**src/rtl/bcd_sum_display.sv**
```systemverilog
// Two-sum BCD display driver for a four-digit, multiplexed, common-anode
// seven-segment module. The right pair of digits shows the newest captured
// sum (tens, ones) and the left pair shows the one before it, with the
// decimal point marking the boundary between the two.
module bcd_sum_display #(
  parameter int unsigned REFRESH_DIV   = 50000,
  parameter bit          BLANK_LEADING = 1'b1
) (
  input  logic       clk,
  input  logic       rst,
  input  logic       load,
  input  logic [3:0] bcd_in,
  input  logic       carry_in,
  output logic [7:0] seg,
  output logic [3:0] an,
  output logic       disp_valid,
  output logic       err
);

  localparam logic [15:0] TERMINAL = 16'(REFRESH_DIV - 1);

  logic [15:0] refresh_cnt;
  logic [1:0]  sel;
  logic [3:0]  cur_ones;
  logic        cur_tens;
  logic [3:0]  prev_ones;
  logic        prev_tens;
  logic        cur_valid;
  logic        prev_valid;
  logic        at_terminal;
  logic [3:0]  digit;
  logic        blank;
  logic        dp_on;
  logic [6:0]  pattern;

  assign at_terminal = (refresh_cnt == TERMINAL);

  // Scan timer: each digit stays enabled for REFRESH_DIV cycles, and the digit select steps on the wrapping edge.
  always_ff @(posedge clk) begin
    if (rst) begin
      refresh_cnt <= 16'd0;
      sel         <= 2'd0;
    end else if (at_terminal) begin
      refresh_cnt <= 16'd0;
      sel         <= sel + 2'd1;
    end else begin
      refresh_cnt <= refresh_cnt + 16'd1;
    end
  end

  // Sum history: every load shifts the current sum into the previous slot, and an out-of-range ones digit latches err.
  always_ff @(posedge clk) begin
    if (rst) begin
      cur_ones   <= 4'd0;
      cur_tens   <= 1'b0;
      prev_ones  <= 4'd0;
      prev_tens  <= 1'b0;
      cur_valid  <= 1'b0;
      prev_valid <= 1'b0;
      err        <= 1'b0;
    end else if (load) begin
      cur_ones   <= bcd_in;
      cur_tens   <= carry_in;
      prev_ones  <= cur_ones;
      prev_tens  <= cur_tens;
      prev_valid <= cur_valid;
      cur_valid  <= 1'b1;
      if (bcd_in > 4'd9) begin
        err <= 1'b1;
      end
    end
  end

  // Pick the digit for the enabled position and decide whether it is blanked or carries the decimal point.
  always_comb begin
    digit = 4'd0;
    blank = 1'b0;
    dp_on = 1'b0;
    case (sel)
      2'd0: begin
        digit = cur_ones;
        blank = !cur_valid;
      end
      2'd1: begin
        digit = {3'b000, cur_tens};
        blank = !cur_valid || (BLANK_LEADING && !cur_tens);
      end
      2'd2: begin
        digit = prev_ones;
        blank = !prev_valid;
        dp_on = prev_valid;
      end
      default: begin
        digit = {3'b000, prev_tens};
        blank = !prev_valid || (BLANK_LEADING && !prev_tens);
      end
    endcase
  end

  // Active-low segment patterns g..a; anything above 9 is shown as 'E' so a bad upstream digit is visible.
  always_comb begin
    pattern = 7'h06;
    case (digit)
      4'd0:    pattern = 7'h40;
      4'd1:    pattern = 7'h79;
      4'd2:    pattern = 7'h24;
      4'd3:    pattern = 7'h30;
      4'd4:    pattern = 7'h19;
      4'd5:    pattern = 7'h12;
      4'd6:    pattern = 7'h02;
      4'd7:    pattern = 7'h78;
      4'd8:    pattern = 7'h00;
      4'd9:    pattern = 7'h10;
      default: pattern = 7'h06;
    endcase
  end

  // Drive the panel purely from registered state so the digit enables and segments never glitch on input changes.
  always_comb begin
    an         = ~(4'b0001 << sel);
    seg        = blank ? 8'hFF : {!dp_on, pattern};
    disp_valid = cur_valid;
  end

endmodule

```
**config.mk**
```make
export PLATFORM = sky130hd
export DESIGN_NAME = bcd_sum_display
export DESIGN_NICKNAME = d
export VERILOG_FILES = /design/src/rtl/bcd_sum_display.sv
export SDC_FILE = /design/constraint.sdc
export NUM_CORES = 1
export LEC_CHECK = 0
export CAP_MARGIN = 20
export CORE_MARGIN = 1
export CORE_UTILIZATION = 49
export DETAILED_ROUTE_END_ITERATION = 8
export HOLD_SLACK_MARGIN = 0.1
export PLACE_DENSITY = 0.75
export SKIP_LAST_GASP = 1
export SLEW_MARGIN = 20
export SYNTH_ARGS = -nofsm -noshare
export SYNTH_HDL_FRONTEND = slang
export SYNTH_SLANG_ARGS = --single-unit
```
**constraint.sdc**
```tcl
create_clock -name clk -period 2.05 [get_ports clk]
set_input_delay 0.205 -clock clk [delete_from_list [all_inputs] [get_ports clk]]
set_output_delay 0.205 -clock clk [all_outputs]
set_load 0.02 [all_outputs]
```
# Word-level counts from Yosys, hierarchy flattened
# Memory sizes are Yosys's and may differ from the RTL's.
# Cells that the tools add are included.
# word_totals
ff_bits	31
rom_bits	112
inputBits	8
n_memories	1
# mem_list
name	depth	width	rd	rd_clocked_by_memory_dff	write_ports	line	text
(name not given)	16	7	1	0	0	103	case (digit)
# classes
addsub	2
order_cmp	1
eq_ne	3
shift	1
n_mux	4
n_bitwise	1
reduce_logical	10
# ops
cell	n
$add A16 B1 Y16 const B	1
$eq A16 B16 Y1 const B	1
$pmux W4 S3	1
$mux W8	1
$logic_not A1 Y1	5
$gt A4 B4 Y1 const B	1
$not A4 Y4	1
$shl A1 B2 Y4 const A	1
$pmux W1 S3	1
$add A2 B1 Y2 const B	1
$eq A2 B1 Y1 const B	1
$eq A2 B2 Y1 const B	1
$logic_not A2 Y1	1
$logic_or A1 B1 Y1	2
$reduce_and A2 Y1	1
$reduce_or A2 Y1	1
$mux W1	1

# Depth between registers and ports, before layout
# depth
word_depth	4
mapped_depth	9

# Least setup slack after synthesis
# No wires, ideal clock.
# synth_timing
path_type	register to output
from	reg sel[0]
to	out seg[3]
t_arrival_ns	2.151
t_required_ns	1.845
path_slack_ns	-0.306
path_stages_with_launch	10
cell_sequence	dfxtp_1 > inv_1 > ha_1 > a222oi_1 > nand2_1 > o21ai_0 > ha_1 > nor3_1 > a21oi_1 > o21ai_0
# synth_between
elab_chain_len	4
# synth_lines
element	line	text
from (decl)	23	logic [1:0] sel;
from (signal assigned)	45	sel <= sel + 2'd1;
$eq A2 B2 Y1, or another cell as far along	79	case (sel)
$pmux W4 S3	79	
$mem_v2 Z16 W7	-	
$mux W8 *	121	seg = blank ? 8'hFF : {!dp_on, pattern};
to (decl)	14	output logic [7:0] seg,
# Mark *: on every way between the ends. The rest lies on a longest branch, timed or not.

# Final worst setup path
# layout_timing
from	reg sel[1]
to	out seg[1]
# The elaborated chain is that of the path after synthesis.

==> impl_results.md <==
* Average size of a mapped cell at roughly 9 µm²
* Setup Skew at 0.00978 ns
* Unique masters post-synth at 38
* CP max FO at 4
* Max Clk Rate at around 0.4 GHz
* Failing checks: negative setup slack
* Slew margin rel. at 0.733
* Number of flops mapped to enable cells by yosys at 0
* Async S/R FF share, synth at 0
* Slowest stage delay, CP at approximately 0.39 ns
* Lkg Pwr at just under 0.001 µW
* Vert. Die Dim at 60.0 µm
* Number of H-tree levels at 2
* Width of the die at between 50 and 60 µm
* Routed vias/inst at about 5.4
* Crit path DAT at around 2.3 ns
* Top Ports at 22
* Critical path cell sequence: inv_4 -> ha_4 -> a222oi_1 -> nand2_1 -> o21ai_2 -> ha_2 -> nor3_4 -> o22ai_2 -> nand2_2 -> buf_6
* CTS buffer count at 5
* CTS Buffer Depth at 2
* Hold WS at roughly 0.46 ns
* # clock sinks at 31
* First-pass GRT wire length at 6640 µm
* Antenna-violating nets left at 0
* Remaining global-route overflow at 0
* Area Overhead vs Synth at 37.7%
* Sequential area share after synthesis at 0.377
* Critical Path Slowest Stage Cell: dfxtp_4
* Register bit total from synthesis at 31
* Crit path required time at 1.85 ns
* Final setup margin at -0.449 ns
* GRT Overall Usage at 0.255
* Internal at ~860 µW
* Routed length per instance at 14.8 µm
* DP HPWL at 2720 µm
* Final WL at between 4000 and 5000 µm
* Clock root cell: clkbuf_4
* CP Capture Type: output port
* CTS clk-pin slew, worst paths at ~0.09 ns
* Ys flop type: dfxtp_1
* Worst Setup Start Kind: register
* Syn Nets at a little over 200
* MaxCap Viol Count at 0
* FP Rows at 20
* Status: finished, violations left
* RSZ-0062 raised after global routing: yes
* Routability congestion estimate at roughly 0.9
* Setup violators final at 8
* Min-delay worst type: register to register
* Reg power frac at 0.541
* Worst-Skew Late Latency at around 0.33 ns
* Diodes inserted at 0
* Largest net degree at the start of global routing at 17
* Clock network fraction of design power at 0.263
* Net Sw Frac at 0.271
* Layout cell share with drive strength beyond 1 at 0.328
* Min Tclk post-route at 2.50 ns
* CORE AREA at approximately 0.0031 mm²
* Comb pwr share at 0.196
* Worst Max-Slew Pin Slew at 0.395 ns
* R2R cell count at 4
* Crit path kind: register to output port
* Sw power at 317 µW
* Initial Util at 0.527
* Drt initial violations at 77
* Final period util at 1.22
* Mapped Cells at about 190
* DRT Pass-1 Iters at 5
* Die Area at roughly 0.0036 mm²
* Worst vdd ir at about 0.00038 V
* Hold depth at 2
* Ys Warns at 0
* CTS tree: built
* Post-route DRC at 0
* Port bufs at 21
* Fin Setup TNS at -2.77 ns
* Fin nets at approximately 260
* Total Power at about 1200 µW
* Vias in the first global route at roughly 1500
* Power per cell area at 517 mW/mm²
* Initial antenna violation count at 0
* Fin. max-slew vios at 0
* Final hold vios at 0
* Synthesized area at about 0.0016 mm²
* Vias at between 1500 and 2000
==> sequential cells by signal, summed over array words and instances, names as in the netlist <==
name         cells
refresh_cnt     16
prev_ones        4
cur_ones         4
prev_valid       1
disp_valid       1
cur_tens         1
err              1
prev_tens        1
sel              2
==> kinds of logic (layout without fill, tap and decap cells) <==
family,after synthesis,count (layout),synth area share
and+or+nand+nor,74,74,0.234
DFF,31,31,0.377
AOI/OAI and AO/OA,23,23,0.0987
buffers and inverters,19,71,0.0501
xor gates and xnor gates,15,15,0.0797
muxes,14,14,0.0850
adders and majority gates,10,10,0.0759
==> critical path, delay by kind of cell, from the launching register on <==
kind	cells	cell delay [ns]
AO/OA/AOI/OAI	3	0.58
flip-flops	1	0.39
adder cells (fa/ha/maj)	2	0.48
AND/OR/NAND/NOR	3	0.37
buffers and inverters	2	0.15
==> worst paths after layout <==
path                    endpoint      startpoint  slack, ns
hold / removal               err             err       0.46
setup reg to reg  refresh_cnt[3]  refresh_cnt[7]       0.41
hold reg to reg              err             err       0.46
setup / recovery          seg[1]          sel[1]      -0.45
==> cell type report <==
cell class / instances / area [µm²]
Clock buffer: 6 / 41.3
Fill cell: 223 / 858
Inverter: 11 / 43.8
Multi-Input combinational cell: 136 / 1050
Sequential cell: 31 / 626
Tap cell: 44 / 55.1
Timing Repair Buffer: 54 / 449
==> synthesized netlist by cell type (all sizes together), types with 2 or more instances <==
library cell	instances	area, µm²
nand3	5	25.0
a21oi	3	15.0
and4bb	2	25.0
xnor2	7	61.3
mux2i	14	140
nor2	34	133
clkbuf	4	15.0
nor4b	2	17.5
a22oi	3	36.3
nor4	3	18.8
o21ai	9	45.0
xor2	8	70.1
nor3	4	20.0
and3	2	12.5
and2	2	12.5
buf	4	26.3
nand4	8	56.3
nand2	7	26.3
dfxtp	31	621
and4	2	17.5
inv	11	41.3
ha	10	125
==> stage by stage <==
stage	area [µm²]	setup WS (ns)	instances	utilization
after global routing	2270	-0.570	282	0.726
after global placement	2070	-0.509	268	0.662
after floorplan	1660	-0.0172	186	-
after detailed placement	2070	-0.793	268	0.662
after CTS	2200	-0.390	279	0.703
final	2270	-0.449	282	0.726
==> power groups by stage <==
stage	logic, µW	registers [µW]	clock network, µW
floorplan	111	650	0
global placement	192	648	0
detailed placement	200	649	0
CTS	210	635	317
global route	248	638	337
finish	230	634	308
==> what timing repair did <==
item,CTS,global route
hold endpoints to repair,0,0
pin swaps,10,8
setup buffers,5,3
resized for setup,60,16
setup endpoints to repair,10,10
hold buffers,0,0
==> cell usage in the layout, fill, tap and decap left out, types with 2 or more instances in the layout <==
cell type and n:
nand2_1 6, and2_1 2, clkdlybuf4s50_1 11, and4bb_2 2, a21oi_1 2, mux2i_1 14
xor2_1 8, ha_4 2, nor3_1 2, buf_2 2, nor2_2 3, nand3_1 4
xnor2_1 7, and4_1 2, buf_6 4, dfxtp_1 29, and3_1 2, nand4_1 7
ha_1 4, ha_2 4, clkbuf_4 5, o21ai_2 2, buf_4 35, inv_2 2
o21ai_1 6, inv_1 8, nor2_1 31, nor4_1 3
==> layer usage <==
metal / up-vias / share of wire / track usage
li1: 753 / - / -
met1: 709 / 0.40 / 0.291
met2: 42 / 0.53 / 0.432
met3: 16 / 0.049 / 0.0844
met4: 0 / 0.026 / 0.110
met5: - / 0 / 0
(Power assumes the default switching activity.)
